<file path="config.mk">
export PLATFORM = sky130hd
export DESIGN_NAME = pool2d_stream
export DESIGN_NICKNAME = d
export VERILOG_FILES = /design/src/rtl/pool_pkg.sv /design/src/rtl/pool_line_buf.sv /design/src/rtl/pool2d_stream.sv
export SDC_FILE = /design/constraint.sdc
export NUM_CORES = 1
export LEC_CHECK = 0
export CELL_PAD_IN_SITES_DETAIL_PLACEMENT = 0
export CELL_PAD_IN_SITES_GLOBAL_PLACEMENT = 1
export CORE_UTILIZATION = 30
export DETAILED_ROUTE_END_ITERATION = 10
export GPL_TIMING_DRIVEN = 1
export PLACE_DENSITY_LB_ADDON = 0.08
export SYNTH_ARGS = -nofsm -noshare
export SYNTH_HDL_FRONTEND = slang
export SYNTH_SLANG_ARGS = --single-unit
</file>
<file path="constraint.sdc">
create_clock -name clk -period 11.8 [get_ports clk]
set_clock_uncertainty 0.15 [all_clocks]
set_input_delay 1.77 -clock clk [delete_from_list [all_inputs] [get_ports clk]]
set_output_delay 1.77 -clock clk [all_outputs]
set_load 0.1 [all_outputs]
</file>
<file path="src/rtl/pool_pkg.sv">
// Shared types and helpers for the streaming 2D pooling engine.
package pool_pkg;
  localparam logic POOL_MAX = 1'b0;
  localparam logic POOL_AVG = 1'b1;

  typedef enum logic [1:0] {IDLE, BUSY, FLUSH, DONE} pool_state_t;
  typedef enum logic [1:0] {OP_INIT, OP_MAX, OP_SUM} buf_op_t;

  function automatic int clog2(input int value);
    int r;
    r = 0;
    while ((1 << r) < value) r++;
    return r;
  endfunction
endpackage

</file>
<file path="src/rtl/pool_line_buf.sv">
// One partial result per output column; combinational read-modify, registered write.
module pool_line_buf
  import pool_pkg::*;
#(
  parameter int DEPTH  = 5,
  parameter int ACC_W  = 18,
  parameter int IDX_W  = 3,
  parameter int SIGNED = 1
) (
  input  logic             clk,
  input  logic             en,
  input  buf_op_t          op,
  input  logic [IDX_W-1:0] idx,
  input  logic [ACC_W-1:0] din,
  output logic [ACC_W-1:0] result
);

  logic [ACC_W-1:0] mem [DEPTH];
  logic [ACC_W-1:0] cur;
  logic signed [ACC_W-1:0] din_s;
  logic signed [ACC_W-1:0] cur_s;
  logic greater;

  always_comb begin
    cur   = mem[idx];
    din_s = $signed(din);
    cur_s = $signed(cur);
    // Strict compare so that a tie keeps the value already stored.
    if (SIGNED != 0) greater = din_s > cur_s;
    else             greater = din > cur;
    case (op)
      OP_INIT: result = din;
      OP_MAX:  result = greater ? din : cur;
      default: result = cur + din;
    endcase
  end

  always_ff @(posedge clk) begin
    if (en) mem[idx] <= result;
  end

endmodule

</file>
<file path="src/rtl/pool2d_stream.sv">
// Streaming max/average pooling over a raster-order frame, writing results to an output RAM.
module pool2d_stream
  import pool_pkg::*;
#(
  parameter int DATA_WIDTH = 16,
  parameter int IN_ROWS    = 10,
  parameter int IN_COLS    = 10,
  parameter int POOL       = 2,
  parameter int SIGNED     = 1,
  parameter int ADDR_W     = 12
) (
  input  logic                  clk,
  input  logic                  rst_n,
  input  logic                  start,
  input  logic [ADDR_W-1:0]     base_position,
  input  logic                  pool_mode,
  input  logic                  in_valid,
  input  logic [DATA_WIDTH-1:0] in_data,
  output logic                  busy,
  output logic                  out_wea,
  output logic [ADDR_W-1:0]     out_addr,
  output logic [DATA_WIDTH-1:0] out_din,
  output logic                  pool_done
);

  localparam int SH       = clog2(POOL);
  localparam int OUT_ROWS = IN_ROWS / POOL;
  localparam int OUT_COLS = IN_COLS / POOL;
  localparam int ACC_W    = DATA_WIDTH + 2 * SH;
  localparam int RW       = (clog2(IN_ROWS) > SH) ? clog2(IN_ROWS) : SH;
  localparam int CW       = (clog2(IN_COLS) > SH) ? clog2(IN_COLS) : SH;
  localparam int IDX_W    = (OUT_COLS > 1) ? clog2(OUT_COLS) : 1;
  localparam int BUF_D    = (OUT_COLS > 0) ? OUT_COLS : 1;
  localparam logic [RW-1:0] LAST_ROW = RW'(IN_ROWS - 1);
  localparam logic [CW-1:0] LAST_COL = CW'(IN_COLS - 1);

  function automatic logic [DATA_WIDTH-1:0] avg_scale(input logic [ACC_W-1:0] sum);
    logic signed [ACC_W-1:0] sum_s;
    logic [ACC_W-1:0] q;
    sum_s = $signed(sum);
    if (SIGNED != 0) q = sum_s >>> (2 * SH);
    else             q = sum >> (2 * SH);
    return q[DATA_WIDTH-1:0];
  endfunction

  pool_state_t state, state_nx;
  logic [RW-1:0]         row;
  logic [CW-1:0]         col;
  logic [ADDR_W-1:0]     base_q;
  logic                  mode_q;

  logic                  vld_p0, keep_p0, first_p0, last_p0, frame_end_p0;
  logic [SH-1:0]         rwin_p0, cwin_p0;
  logic [IDX_W-1:0]      oc_p0;
  logic [ACC_W-1:0]      ext_p0, comb_p0;
  logic [ADDR_W-1:0]     addr_p0;
  buf_op_t               op_p0;

  logic                  vld_p1;
  logic [ADDR_W-1:0]     addr_p1;
  logic [DATA_WIDTH-1:0] din_p1;

  // Stage p0: accept a sample, classify its window position, combine into the line buffer
  always_comb begin
    vld_p0       = in_valid && (state == BUSY);
    rwin_p0      = row[SH-1:0];
    cwin_p0      = col[SH-1:0];
    oc_p0        = IDX_W'(col >> SH);
    keep_p0      = vld_p0 && (int'(row) < OUT_ROWS * POOL) && (int'(col) < OUT_COLS * POOL);
    first_p0     = (rwin_p0 == '0) && (cwin_p0 == '0);
    last_p0      = (&rwin_p0) && (&cwin_p0);
    frame_end_p0 = (row == LAST_ROW) && (col == LAST_COL);
    if (SIGNED != 0) ext_p0 = {{(2 * SH){in_data[DATA_WIDTH-1]}}, in_data};
    else             ext_p0 = {{(2 * SH){1'b0}}, in_data};
    if (first_p0)                  op_p0 = OP_INIT;
    else if (mode_q == POOL_AVG)   op_p0 = OP_SUM;
    else                           op_p0 = OP_MAX;
    addr_p0 = base_q + ADDR_W'(int'(row >> SH) * OUT_COLS) + ADDR_W'(oc_p0);
  end

  pool_line_buf #(
    .DEPTH (BUF_D),
    .ACC_W (ACC_W),
    .IDX_W (IDX_W),
    .SIGNED(SIGNED)
  ) u_line_buf (
    .clk   (clk),
    .en    (keep_p0),
    .op    (op_p0),
    .idx   (oc_p0),
    .din   (ext_p0),
    .result(comb_p0)
  );

  always_ff @(posedge clk) begin
    if (!rst_n) begin
      row    <= '0;
      col    <= '0;
      base_q <= '0;
      mode_q <= POOL_MAX;
    end else if (start) begin
      row    <= '0;
      col    <= '0;
      base_q <= base_position;
      mode_q <= pool_mode;
    end else if (vld_p0) begin
      if (col == LAST_COL) begin
        col <= '0;
        row <= (row == LAST_ROW) ? '0 : row + 1'b1;
      end else begin
        col <= col + 1'b1;
      end
    end
  end

  always_ff @(posedge clk) begin
    if (!rst_n) state <= IDLE;
    else        state <= state_nx;
  end

  always_comb begin
    state_nx = state;
    if (start) begin
      state_nx = BUSY;
    end else begin
      case (state)
        IDLE:    state_nx = IDLE;
        BUSY:    if (vld_p0 && frame_end_p0) state_nx = FLUSH;
        FLUSH:   state_nx = DONE;
        DONE:    state_nx = IDLE;
        default: state_nx = IDLE;
      endcase
    end
  end

  // Stage p1: registered RAM write of a completed window
  always_ff @(posedge clk) begin
    if (!rst_n) begin
      vld_p1  <= 1'b0;
      addr_p1 <= '0;
      din_p1  <= '0;
    end else begin
      vld_p1 <= keep_p0 && last_p0;
      if (keep_p0 && last_p0) begin
        addr_p1 <= addr_p0;
        din_p1  <= (mode_q == POOL_AVG) ? avg_scale(comb_p0) : comb_p0[DATA_WIDTH-1:0];
      end
    end
  end

  assign busy      = (state != IDLE);
  assign pool_done = (state == DONE);
  assign out_wea   = vld_p1;
  assign out_addr  = addr_p1;
  assign out_din   = din_p1;

endmodule
</file>
==> results.md <==
- Status: complete, no violations
- Post-synth design cell area: 8250 µm²
- TritonRoute pass-1 iters: 4
- Layout Cells excl Fill: 1,193
- GRT Total Usage: 18.1%
- Chip height: 168 µm
- Slew at the pin closest to its max-slew limit: 1160 ps
- I/O Pins: 64
- Max transition margin: 22.5%
- Global-route wire length before repair: 37.7 mm
- Final hold violation count: 0
- Final Slew Violations: 0
- Share of the synthesized area in the top cell type: 32.8%
- Die X: 168 µm
- Count of cell types in the netlist: 72
- Post-route cell area: 9830 µm²
- Fill cells: 2,657
- Top post-synthesis cells by area: edfxtp_1 (33%), dfxtp_1 (13%), ha_1 (9.3%)
- Register bit total from synthesis: 145
- Post-CTS sizing: 0
- Total power per unit cell area: 127 nW/µm²
- Area fraction in compound gates after synthesis: 15.3%
- Clk pin slew, worst setup/hold paths: 70 ps
- Post-DR wirelength/cell: 20.5 µm
- WL final: 24.4 mm
- Cell taking the most area after synthesis: edfxtp_1
- Die area: 28,200 µm²
- Highest routed layer: met4
- Final Total Pwr: 1.25 mW
- Yosys warns: 0
- Initial core utilization: 30.6%
- # Post-CTS Setup Buffers: 0
- Via density: 5.14
- TritonCTS Buffers: 17
- CTS Hold Bufs: 0
- Fmax: 186 MHz
- Hold Crit Class: reg2reg
- Largest net degree at the start of global routing: 45
- Initial antenna violation count: 0
- Post-synth EDFFs: 90
- Maxcap violations: 0
- Placed insts: 1,161
- Worst EP arrival: 5370 ps
- Synth-to-Final Area Change: 19.3%
- Top FF cell, synth: edfxtp_1
- Cells after synthesis: 784
- Post-synthesis xor/xnor area fraction: 2.66%
- Port Buf Inserts: 63
- Leakage: 3.54 nW
- Num rows: 60
- Clock latency on the worst-skew pair: 430 ps
- Post-Synthesis Mean Instance Area: 10.5 µm²
- Top cells by count, synth: edfxtp_1 (90), a21oi_1 (71), nor2_1 (70)
- CP max FO: 14
- Final min period: 5370 ps
- DP HPWL: 17.0 mm
- Core area: 27,000 µm²
- Maximum VDD drop: 0.0789 mV
- N_diodes: 0
- Most frequent cell after synthesis: edfxtp_1
- Nets: 938
- Setup crit start kind: input pin
- Synth Area in Adders: 10.5%
- Main combinational cell family by area after synthesis: compound AO/OA/AOI/OAI gates
- Post-Synth Simple-Gate Area: 11.9%
- Critical path class: in2reg
- Metal-1 WL: 11.5 mm
- RSZ-0062 raised after global routing: no
- RD Place Congestion: 0.820
- Final period util: 45.5%
- DRT antenna net count: 0
- Vias in the first global route: 6,383
- Crit. End Element: flip-flop
- Via count: 6,127
- Clk buf depth: 2
- H-tree lvl count: 4
- Grt total ovfl: 0
- CP required: 11,800 ps
- Met2 wire len: 11.8 mm
- Routed met3 length: 795 µm
- Async SR Flop Fraction: 0%
- CTS tree: done
- Post-synthesis sequential area ratio: 46.1%
- Clk sink count: 145
- Placed cell area: 9240 µm²
- Multiplexer fraction of the synthesized cell area: 8.86%
- Syn Nets: 883
- Fraction of layout cells with a size suffix above 1: 11.2%
- Endpoints failing setup: 0
- Root buffer cell: clkbuf_16
- Residual DRC count: 0
- Number of DRC markers in iteration 0: 342
- Setup TNS: 0 ps
## area by class of cell
cell class | count | area [µm²] | share of cell area (%)
Clock buffer | 23 | 508 | 5.17
Clock inverter | 9 | 88.8 | 0.903
Inverter | 56 | 210 | 2.14
Multi-Input combinational cell | 543 | 4070 | 41.4
Sequential cell | 145 | 3800 | 38.7
Tap cell | 341 | 427 | 4.34
Timing Repair Buffer | 76 | 728 | 7.40
## metal layers
| metal | up-vias | global-route usage, % |
|---|---|---|
| met5 | - | 0 |
| met4 | 0 | 5.46 |
| met3 | 28 | 3.27 |
| met2 | 107 | 30.4 |
| met1 | 3026 | 23.6 |
| li1 | 2966 | - |
## cell families after synthesis
group | count (synthesis)
fa+ha+maj | 66
flops | 145
buf+inv | 96
simple gates | 206
xor+xnor | 25
mux | 49
compound gates | 197
## layout by cell type (no fill, tap or decap), types with 4 or more instances in the layout
master           netlist  routed
or2_2                  4       4
nor3_1                15      15
o21ai_0               37      37
a31oi_1               10      10
nor2b_1               10      10
xnor2_1               19      19
nand3_1                8       8
nand4_1                5       5
o211ai_1              13      13
ha_1                  61      61
nor3b_1                4       4
nor2_1                70      69
edfxtp_1              90      90
clkdlybuf4s50_1        0      63
o21a_1                 5       5
mux2_2                12      12
a211oi_1              13      13
inv_4                  0       4
fa_1                   5       5
o22ai_1                4       4
mux4_2                18      18
o21bai_1               5       5
xor2_1                 6       6
a21oi_1               71      71
clkbuf_16              0      19
buf_4                  1      13
or3_1                  8       8
nand2_1               59      59
mux2i_1               19      19
inv_1                 56      56
o2111ai_1              4       4
dfxtp_1               55      54
## path summary, 6_finish.rpt
| kind | slack (ps) | end | depth (start not counted) | from |
|---|---|---|---|---|
| max | 6430 | u_line_buf.mem[0][15]$_DFFE_PP_ | 10 | in_data[15] |
| max reg2reg | 6780 | u_line_buf.mem[0][15]$_DFFE_PP_ | 11 | flip-flop |
| min reg2reg | 310 | out_addr[3]$_SDFFE_PN0P_ | 2 | out_addr[3]$_SDFFE_PN0P_ |
| min | 310 | out_addr[3]$_SDFFE_PN0P_ | 2 | out_addr[3]$_SDFFE_PN0P_ |
## critical path, stage by stage
cell             delay [ps]
clkdlybuf4s50_1         610
ha_1                    530
nand4_1                 170
nor3_2                  310
a21oi_1                 140
and2_4                  170
nor2_1                  880
a2bb2oi_1               250
nor2_1                   60
a211oi_1                470
## stage by stage
| stage | hold slack, ps | utilization (%) | worst slack, ps |
|---|---|---|---|
| detailed placement | 300 | 34.3 | 5940 |
| global placement | 299 | 34.3 | 6200 |
| floorplan | 310 | - | 7540 |
| global route | 330 | 36.5 | 6000 |
| CTS | 309 | 36.5 | 6390 |
| finish | 306 | 36.5 | 6430 |
## registers in the layout, indices dropped and copies added (netlist names), named ones only
register,cells
state,2
row,4
col,4
out_addr,12
u_line_buf.mem,90
base_q,12
out_din,16
mode_q,1
out_wea,1
## power by group
group | switching (mW) | total (mW) | internal, mW
Clock | 0.222 | 0.550 | 0.328
Sequential | 0.00330 | 0.551 | 0.548
Combinational | 0.0916 | 0.149 | 0.0575
Total | 0.317 | 1.25 | 0.934
Power figures use the tool's default switching activity.
==> RTL edit, RTL diff (same settings) <==
The parameter `POOL` goes from 2 to 4.
--- a/src/rtl/pool2d_stream.sv
+++ b/src/rtl/pool2d_stream.sv
@@ -5,7 +5,7 @@
   parameter int DATA_WIDTH = 16,
   parameter int IN_ROWS    = 10,
   parameter int IN_COLS    = 10,
-  parameter int POOL       = 2,
+  parameter int POOL       = 4,
   parameter int SIGNED     = 1,
   parameter int ADDR_W     = 12
 ) (
Check against the original RTL: same outputs for any inputs over 10 cycles, from zero or initial values and one cycle with rst_n low; that may be too few to reach the edited logic, so the function may still have changed.
==> RTL edit against the original RTL <==
Design area decreased by 28%. Critical endpoint is now out_din[11]. Critical path type unchanged. Sequential cell count decreased by 52. Total power decreased by 40%. Synthesized area decreased by 28%. Routed wire length decreased by 27%. Highest routed layer unchanged. Combinational power decreased by 17%. Worst setup slack got worse by 0.46 ns. Largest cell class unchanged. Register-to-register slack improved by 0.50 ns.
==> RTL edit: results (changes against the original RTL) <==
stage,metric,value,unit,change
drt,number of detailed-routing iterations run before antenna repair,5,,was 4
synth,most frequently used flop master after synthesis,sky130_fd_sc_hd__dfxtp_1,,was sky130_fd_sc_hd__edfxtp_1
drt,Avg WL per Cell,18.9,um,was 20.5 um
global_routing,global-route met2 utilization,31.6,%,was 30.4%
cells_and_area,number of nets in the layout,770,,was 938
drt,Via Count,4897,,was 6127
placement,half-perimeter wire length after placement,13.2,mm,was 17.0 mm
placement,area of placed instances,6840,um^2,was 9240 um^2
power,highest ir drop seen on vdd,0.0638,mV,was 0.0789 mV
clocking,clock latency on the worst-skew pair,0.36,ns,was 0.43 ns
cells_and_area,flip-flop count of the largest register after layout,40,,was 90
worst_setup_path,worst-path cell with the longest stage delay,sky130_fd_sc_hd__nand3_1,,was sky130_fd_sc_hd__nor2_1
synth,main area contributors after synthesis,"sky130_fd_sc_hd__edfxtp_1 (20%), sky130_fd_sc_hd__dfxtp_1 (18%), sky130_fd_sc_hd__ha_1 (10%)",,"was sky130_fd_sc_hd__edfxtp_1 (33%), sky130_fd_sc_hd__dfxtp_1 (13%), sky130_fd_sc_hd__ha_1 (9.3%)"
global_routing,wire length of the first global-routing pass,28.4,mm,was 37.7 mm
worst_setup_path,maximum net fanout on the critical path,16,,was 14
clocking,TritonCTS Buffers,9,,was 17
drt,DR WL met2,8.49,mm,was 11.8 mm
drt,metal3 WL,733,um,was 795 um
sta,Slew @ Worst Pin,1.10,ns,was 1.16 ns
worst_setup_path,Slowest Stage Delay on Critical Path,0.77,ns,was 0.88 ns
global_routing,GRT Overall Usage,18.8,%,was 18.1%
status,run status,finished clean,,unchanged
synth,top post-synthesis cells by count,"sky130_fd_sc_hd__nor2_1 (58), sky130_fd_sc_hd__dfxtp_1 (53), sky130_fd_sc_hd__ha_1 (49), sky130_fd_sc_hd__nand2_1 (49), sky130_fd_sc_hd__inv_1 (46)",,"was sky130_fd_sc_hd__edfxtp_1 (90), sky130_fd_sc_hd__a21oi_1 (71), sky130_fd_sc_hd__nor2_1 (70)"
synth,"synthesized-area fraction occupied by ao, oa, aoi and oai cells",21.1,%,was 15.3%
synth,multiplexer fraction of the synthesized cell area,6.89,%,was 8.86%
synth,number of distinct library cells after synthesis,69,,was 72
synth,"Net Count, Synth",713,,was 883
global_routing,maximum number of pins on one net before global-route repair,30,,was 45
clocking,H-tree Lvls,3,,was 4
drt,drt first-iter violations,210,,was 342
cells_and_area,fraction of layout instances using a drive strength above 1,7.53,%,was 11.2%
drt,length of routed wiring on met1,8.34,mm,was 11.5 mm
synth,number of synthesis warnings,0,,unchanged
synth,number of flops mapped to enable cells by yosys,40,,was 90
synth,xor/xnor cell area share of the yosys netlist,3.71,%,was 2.66%
global_routing,met3 track demand over resource in global routing,4.34,%,was 3.27%
worst_setup_path,critical path data required time,11.88,ns,was 11.80 ns
power,leakage dissipation,2.72,nW,was 3.54 nW
-- RTL edit: cell types whose count changed in the layout (fill, tap and decap cells not counted), sizes merged, moves of 9 or more --
cell and delta:
edfxtp -50, clkbuf -13, inv -13, mux4 -18, nand2 -11, ha -12
nor3 -9, nor2 -13, a21oi -30
-- RTL edit: final timing paths --
check	to	cells past startpoint	from	slack [ns]
max reg2reg	out_din[11]	12	register	7.28
min reg2reg	out_addr[3]	2	out_addr[3]	0.31
max	out_din[11]	10	in_data[15]	5.97
min	out_addr[3]	2	out_addr[3]	0.31
-- RTL edit: cells by family after synthesis --
group | Yosys count
XOR/XNOR | 25
buffers and inverters | 72
adder cells (fa/ha/maj) | 51
flip-flops | 93
AO/OA/AOI/OAI | 175
multiplexers | 39
AND/OR/NAND/NOR | 174
-- RTL edit: tightest hold or removal path, stage by stage, from the launching register on --
cell and delay, ns:
sky130_fd_sc_hd__dfxtp_1 0.31, sky130_fd_sc_hd__nand2_1 0.05, sky130_fd_sc_hd__a21oi_1 0.05
-- RTL edit: stage by stage --
step	util [%]	hold WS [ns]	instances	power, mW	worst slack [ns]
2_1_floorplan	-	0.315	629	0.434	7.18
3_3_place_gp	35.9	0.295	935	0.476	5.69
3_5_place_dp	35.9	0.300	935	0.477	5.63
4_1_cts	37.4	0.312	951	0.763	6.00
5_1_grt	37.4	0.328	951	0.791	5.62
6_report	37.4	0.307	951	0.752	5.97
-- RTL edit: area by class of cell --
class	count	area, um^2
clock buffers	10	239
clock inverters	6	45.0
fillers	1938	11900
inverters	46	173
multi-input cells	464	3380
flip-flops and latches	93	2260
well taps	260	325
repair buffers	72	698
-- RTL edit: power by group --
group	switching (mW)	internal [mW]	total, mW
clock	0.132	0.151	0.282
sequential	0.00352	0.343	0.346
combinational	0.0739	0.0496	0.124
total	0.209	0.543	0.752
